--- config.mk ---
export PLATFORM = sky130hd
export DESIGN_NAME = adc_scan_ctrl
export DESIGN_NICKNAME = d
export VERILOG_FILES = /design/src/rtl/adc_scan_ctrl.sv
export SDC_FILE = /design/constraint.sdc
export NUM_CORES = 1
export LEC_CHECK = 0
export ABC_AREA = 1
export CAP_MARGIN = 20
export CORE_MARGIN = 8
export CORE_UTILIZATION = 55
export CTS_BUF_LIST = sky130_fd_sc_hd__clkbuf_4
export DETAILED_ROUTE_END_ITERATION = 8
export MAX_ROUTING_LAYER = met4
export PLACE_DENSITY_LB_ADDON = 0.15
export SLEW_MARGIN = 10
export SYNTH_ARGS = -nofsm -noshare
export SYNTH_HDL_FRONTEND = slang
export SYNTH_SLANG_ARGS = --single-unit
export TNS_END_PERCENT = 20
--- constraint.sdc ---
create_clock -name clk -period 1.6 [get_ports clk]
set_input_delay 0.48 -clock clk [delete_from_list [all_inputs] [get_ports clk]]
set_output_delay 0.48 -clock clk [all_outputs]
set_load 0.03 [all_outputs]
--- src/rtl/adc_scan_ctrl.sv ---
// Scanning controller for a 4-channel, 16-clock serial SAR ADC with a one-frame
// address pipeline: each frame sends the next channel address and receives the previous result.
module adc_scan_ctrl #(
    parameter int CLK_DIV = 4,
    parameter int DATA_W  = 12
) (
    input  logic              clk,
    input  logic              rst,
    input  logic              start,
    input  logic              continuous,
    input  logic [3:0]        ch_mask,
    input  logic              adc_dout,
    output logic              adc_cs_n,
    output logic              adc_sclk,
    output logic              adc_din,
    output logic [DATA_W-1:0] data_out,
    output logic [1:0]        data_ch,
    output logic              data_valid,
    output logic              frame_done,
    output logic              busy
);

    typedef enum logic [2:0] {
        IDLE,
        SETUP,
        SHIFT,
        HOLD,
        GAP
    } state_t;

    localparam int CNT_W = 9;
    localparam logic [CNT_W-1:0] HALF_LAST = CNT_W'(CLK_DIV - 1);
    localparam logic [CNT_W-1:0] GAP_LAST  = CNT_W'(2 * CLK_DIV - 1);
    // SHIFT covers halves 0..30; the 32nd (high) half is spent in HOLD.
    localparam logic [4:0]       LAST_HALF = 5'd30;

    state_t              state_reg;
    logic [CNT_W-1:0]    cnt_reg;
    logic [4:0]          half_reg;
    logic [3:0]          mask_reg;
    logic [1:0]          addr_reg;
    logic [1:0]          prev_addr_reg;
    logic                priming_reg;
    logic                last_frame_reg;
    logic [15:0]         tx_reg;
    logic [DATA_W-1:0]   rx_reg;

    logic                cs_n_reg;
    logic                sclk_reg;
    logic                din_reg;
    logic [DATA_W-1:0]   data_out_reg;
    logic [1:0]          data_ch_reg;
    logic                data_valid_reg;
    logic                frame_done_reg;
    logic                busy_reg;

    logic [1:0]          prime_ch_next;
    logic [1:0]          adv_ch_next;
    logic [1:0]          low_ch_next;
    logic [3:0][1:0]     next_ch;

    function automatic logic [1:0] lowest_ch(input logic [3:0] m);
        logic [1:0] r;
        r = 2'd0;
        for (int k = 3; k >= 0; k--) begin
            if (m[k]) r = 2'(k);
        end
        return r;
    endfunction

    // Next enabled channel strictly above 'from', wrapping to the lowest one.
    function automatic logic [1:0] next_above(input logic [3:0] m, input int from);
        logic [1:0] r;
        r = lowest_ch(m);
        for (int k = 3; k >= 0; k--) begin
            if (m[k] && (k > from)) r = 2'(k);
        end
        return r;
    endfunction

    function automatic logic [15:0] ctrl_word(input logic [1:0] a);
        return {2'b00, 1'b0, a, 11'b0};
    endfunction

    generate
        for (genvar gi = 0; gi < 4; gi++) begin : g_next
            assign next_ch[gi] = next_above(mask_reg, gi);
        end
    endgenerate

    assign prime_ch_next = lowest_ch(ch_mask);
    assign low_ch_next   = lowest_ch(mask_reg);
    assign adv_ch_next   = next_ch[addr_reg];

    always_ff @(posedge clk or negedge rst) begin
        if (!rst) begin
            state_reg      <= IDLE;
            cnt_reg        <= '0;
            half_reg       <= '0;
            mask_reg       <= '0;
            addr_reg       <= '0;
            prev_addr_reg  <= '0;
            priming_reg    <= 1'b1;
            last_frame_reg <= 1'b0;
            tx_reg         <= '0;
            rx_reg         <= '0;
            cs_n_reg       <= 1'b1;
            sclk_reg       <= 1'b1;
            din_reg        <= 1'b0;
            data_out_reg   <= '0;
            data_ch_reg    <= '0;
            data_valid_reg <= 1'b0;
            frame_done_reg <= 1'b0;
            busy_reg       <= 1'b0;
        end else begin
            data_valid_reg <= 1'b0;
            frame_done_reg <= 1'b0;
            case (state_reg)
                IDLE: begin
                    if (start && (ch_mask != 4'd0)) begin
                        state_reg   <= SETUP;
                        cnt_reg     <= '0;
                        mask_reg    <= ch_mask;
                        addr_reg    <= prime_ch_next;
                        tx_reg      <= ctrl_word(prime_ch_next);
                        priming_reg <= 1'b1;
                        cs_n_reg    <= 1'b0;
                        busy_reg    <= 1'b1;
                    end
                end
                SETUP: begin
                    if (cnt_reg == HALF_LAST) begin
                        state_reg <= SHIFT;
                        cnt_reg   <= '0;
                        half_reg  <= '0;
                        sclk_reg  <= 1'b0;
                        din_reg   <= tx_reg[15];
                        tx_reg    <= {tx_reg[14:0], 1'b0};
                    end else begin
                        cnt_reg <= cnt_reg + CNT_W'(1);
                    end
                end
                SHIFT: begin
                    if (cnt_reg == HALF_LAST) begin
                        cnt_reg <= '0;
                        if (!half_reg[0]) begin
                            // Rising edge: the ADC data bit is captured on this same cycle.
                            sclk_reg <= 1'b1;
                            rx_reg   <= {rx_reg[DATA_W-2:0], adc_dout};
                        end else begin
                            sclk_reg <= 1'b0;
                            din_reg  <= tx_reg[15];
                            tx_reg   <= {tx_reg[14:0], 1'b0};
                        end
                        if (half_reg == LAST_HALF) begin
                            state_reg <= HOLD;
                        end else begin
                            half_reg <= half_reg + 5'd1;
                        end
                    end else begin
                        cnt_reg <= cnt_reg + CNT_W'(1);
                    end
                end
                HOLD: begin
                    if (cnt_reg == HALF_LAST) begin
                        state_reg      <= GAP;
                        cnt_reg        <= '0;
                        cs_n_reg       <= 1'b1;
                        din_reg        <= 1'b0;
                        last_frame_reg <= !priming_reg && (addr_reg == low_ch_next);
                        if (!priming_reg) begin
                            data_valid_reg <= 1'b1;
                            data_out_reg   <= rx_reg;
                            data_ch_reg    <= prev_addr_reg;
                            frame_done_reg <= (addr_reg == low_ch_next);
                        end
                    end else begin
                        cnt_reg <= cnt_reg + CNT_W'(1);
                    end
                end
                GAP: begin
                    if (cnt_reg == GAP_LAST) begin
                        cnt_reg <= '0;
                        if (!last_frame_reg) begin
                            state_reg     <= SETUP;
                            cs_n_reg      <= 1'b0;
                            priming_reg   <= 1'b0;
                            prev_addr_reg <= addr_reg;
                            addr_reg      <= adv_ch_next;
                            tx_reg        <= ctrl_word(adv_ch_next);
                        end else if (continuous && (ch_mask != 4'd0)) begin
                            state_reg   <= SETUP;
                            cs_n_reg    <= 1'b0;
                            priming_reg <= 1'b1;
                            mask_reg    <= ch_mask;
                            addr_reg    <= prime_ch_next;
                            tx_reg      <= ctrl_word(prime_ch_next);
                        end else begin
                            state_reg <= IDLE;
                            busy_reg  <= 1'b0;
                        end
                    end else begin
                        cnt_reg <= cnt_reg + CNT_W'(1);
                    end
                end
                default: state_reg <= IDLE;
            endcase
        end
    end

    assign adc_cs_n   = cs_n_reg;
    assign adc_sclk   = sclk_reg;
    assign adc_din    = din_reg;
    assign data_out   = data_out_reg;
    assign data_ch    = data_ch_reg;
    assign data_valid = data_valid_reg;
    assign frame_done = frame_done_reg;
    assign busy       = busy_reg;

endmodule

==> results.py <==
metrics = {
    "synthesis": {
        "synth_edf_count": 0,
        "syn_avg_cell_area_um2": 8.26,
        "synth_top_cell_area_share_pct": 48.1,
        "muxShareOfSynthArea_pct": 0,
        "synthFlopType": "dfrtp_1",
        "synth-xor-area-share_pct": 1.93,
        "synth_top_family_by_area": "simple AND/OR/NAND/NOR gates",
        "synthMostInstantiatedCell": "nand2_1",
        "yosysWarnings": 0,
        "synth.net_count": 396,
        "synth-simple-area-share_pct": 28.4,
        "synth_compound_gate_area_share_pct": 11.3,
        "synthCells": 384,
        "ys_types": 30,
        "ys_async_sr_fraction_pct": 100,
        "synth_area_leaders": "dfrtp_1 48%, nand2_1 13%, inv_1 5.2%",
        "netlist_area_mm2": 0.00317,
        "synth_commonest_cells": "114 x nand2_1, 61 x dfrtp_1, 44 x inv_1",
        "seq_area_frac_synth_pct": 50.6,
        "yosys.area.top_type": "dfrtp_1",
        "ys_ff_latch": 64,
        "synth_adder_area_share_pct": 1.18,
    },
    "worst_setup_path": {
        "cp_max_fo": 8,
        "critPathTopFamily": "simple AND/OR/NAND/NOR gates",
        "path_cells": "nor2_1 > nand4_1 > a21oi_4 > buf_12 > nand3_4 > nand2_1 > o21ai_1",
        "end_kind": "flop",
        "ff2ff_setup_slack_ns": -0.06,
        "r2r_start": "cnt_reg[4]",
        "crit_path_max_incr_delay_ns": 0.40,
        "cp-start-kind": "flop",
        "cp_slowest_cell": "dfrtp_1",
        "r2r_cells": 7,
        "r2r-end": "mask_reg[1]",
        "worst-setup-path-type": "reg -> reg",
        "cp_data_arrival_time_ns": 1.98,
        "cp_num_buf_inv": 1,
        "critPathRequiredTime_ns": 1.92,
    },
    "worst_hold_path": {
        "min_path_type": "reg -> reg",
        "min_from": "prev_addr_reg[0]",
        "holdPathEnd": "data_ch[0]",
        "worstHoldPathCells": 2,
    },
    "sta": {
        "finalHoldViolations": 0,
        "rsz0062_at_grt": "yes",
        "slew_headroom_pct": 73.6,
        "period_minus_slack_ns": 1.66,
        "worst_pin_slew_ns": 0.397,
        "slew_violations": 0,
        "setup-tns-final_ns": -0.464,
        "setup_ws_ns": -0.0587,
        "fin_skew_ns": 0.0180,
        "period_share_pct": 104,
        "final-setup-viol-count": 14,
        "max_freq_mhz": 603,
    },
    "routing": {
        "wire_per_inst_um": 13.8,
        "vias": 2823,
        "detail_route.vias_per_cell": 5.28,
        "finalWirelength_mm": 7.38,
        "postRouteAntennaNets": 0,
        "drcViolationCount": 0,
        "firstDrtPassIters": 4,
        "drtIter0Drc": 141,
    },
    "floorplan": {
        "start_util_pct": 57.3,
        "die_y_um": 92.0,
        "dieArea_mm2": 0.00846,
        "core_mm2": 0.00554,
        "std_cell_rows": 27,
        "die_x_um": 92.0,
        "io_pins": 29,
    },
    "finish": {
        "fill_cells": 412,
        "areaGrowthSynthToFinish_pct": 30.7,
        "n_antenna_cell": 0,
        "multi_input_area_mm2": 0.00148,
        "stdcell_count": 535,
        "drive_above_1_share_pct": 29.8,
        "fin_area_mm2": 0.00415,
        "regArea_mm2": 0.00161,
        "nNetsFinal": 470,
    },
    "status": {
        "violations": "setup timing",
        "status": "finished with violations",
    },
    "job": {
        "max_cap_violations": 0,
    },
    "power": {
        "leakage_nw": 2.04,
        "p_per_area_mw_per_mm2": 1660,
        "irDropWorstVdd_mv": 1.22,
    },
    "clock_network": {
        "clkLatencyLatePin_ns": 0.43,
        "clock-root-buffer": "clkbuf_4",
        "clock_sink_count": 64,
        "htreeDepth": 3,
        "numCtsBuffers": 9,
        "cts_tree": "built",
        "path_clk_slew_ns": 0.12,
        "clockBufferDepth": 2,
    },
    "global_routing": {
        "overflow": 0,
        "grt_use_total_pct": 18.2,
        "grt_max_degree": 32,
        "antenna_found_initial": 0,
        "grt_pass1_wl_mm": 12.2,
        "grt_pass1_vias": 2729,
    },
    "placed_design": {
        "hpwlAfterDp_mm": 4.87,
        "port_buffers": 28,
        "dpl-instance-area_mm2": 0.00377,
        "dp_cells": 507,
        "routabilityCongestion": 0.852,
        "place_ws_ns": -0.323,
    },
}
## worst max-delay path by stage
stage	start	end	cells after the start
floorplan	cnt_reg[0]	data_out[10]	9
global placement	ch_mask[1]	mask_reg[2]	9
detailed placement	ch_mask[1]	tx_reg[13]	8
CTS	cnt_reg[0]	mask_reg[0]	8
global route	cnt_reg[0]	mask_reg[3]	9
finish	cnt_reg[4]	mask_reg[1]	7
## report_power, final
part	switching [mW]	leakage, nW	internal [mW]
sequential	0.303	0.856	1.99
clock	0.638	0.0863	0.635
combinational	2.00	1.10	1.32
total	2.94	2.04	3.94
## layer usage
metal / wire length, um / up-vias / global-route usage, %
li1: - / 1388 / -
met1: 3230 / 1342 / 22.2
met2: 3620 / 77 / 27.0
met3: 360 / 16 / 5.22
met4: 170 / 0 / 8.99
met5: 0 / - / -
## cell families (layout without fill, tap and decap cells)
logic type	after synthesis	in the layout
XOR/XNOR	7	7
buffers and inverters	55	134
adder cells (fa/ha/maj)	3	3
flip-flops	64	64
AND/OR/NAND/NOR	190	190
AO/OA/AOI/OAI	65	65
## layout by cell type (no fill, tap or decap), types with 6 or more instances in the layout
master and count:
nand2_1 103, dfrtp_1 60, inv_1 42, buf_4 32
o21ai_1 29, nor2_1 21, nand3_1 21, o21ai_0 17
nand2_2 16, buf_2 10, clkbuf_4 9, clkdlybuf4s15_2 9
xor2_1 7, clkdlybuf4s50_1 7, inv_2 6, nand3_2 6
## worst reg2reg max path: cells and delay by family (launching register included)
| kind | cells | cell delay [ns] |
|---|---|---|
| DFF | 1 | 0.40 |
| buffers and inverters | 1 | 0.14 |
| and+or+nand+nor | 4 | 0.75 |
| AOI/OAI and AO/OA | 2 | 0.28 |
## timing repair
action,4_1_cts,5_1_grt
endpoints found under the setup margin,52,71
gates cloned,0,0
hold buffers,1,0
hold endpoints to repair,13,0
resized for setup,81,38
pin swaps,4,14
buffers inserted,3,9
## cell type report
class,count,share of cell area [%]
well taps,72,2.17
inverters,51,4.80
repair buffers,67,14.6
flip-flops and latches,64,38.7
multi-input cells,265,35.8
clock inverters,7,2.29
clock buffers,9,1.63
## stage by stage
step	util, %	total power, mW	hold slack [ns]
floorplan	-	4.12	0.184
global placement	68.0	4.94	0.423
detailed placement	68.0	5.03	0.425
CTS	71.6	6.38	0.476
global route	74.9	7.33	0.500
finish	74.9	6.88	0.484
Power figures use the tool's default switching activity.
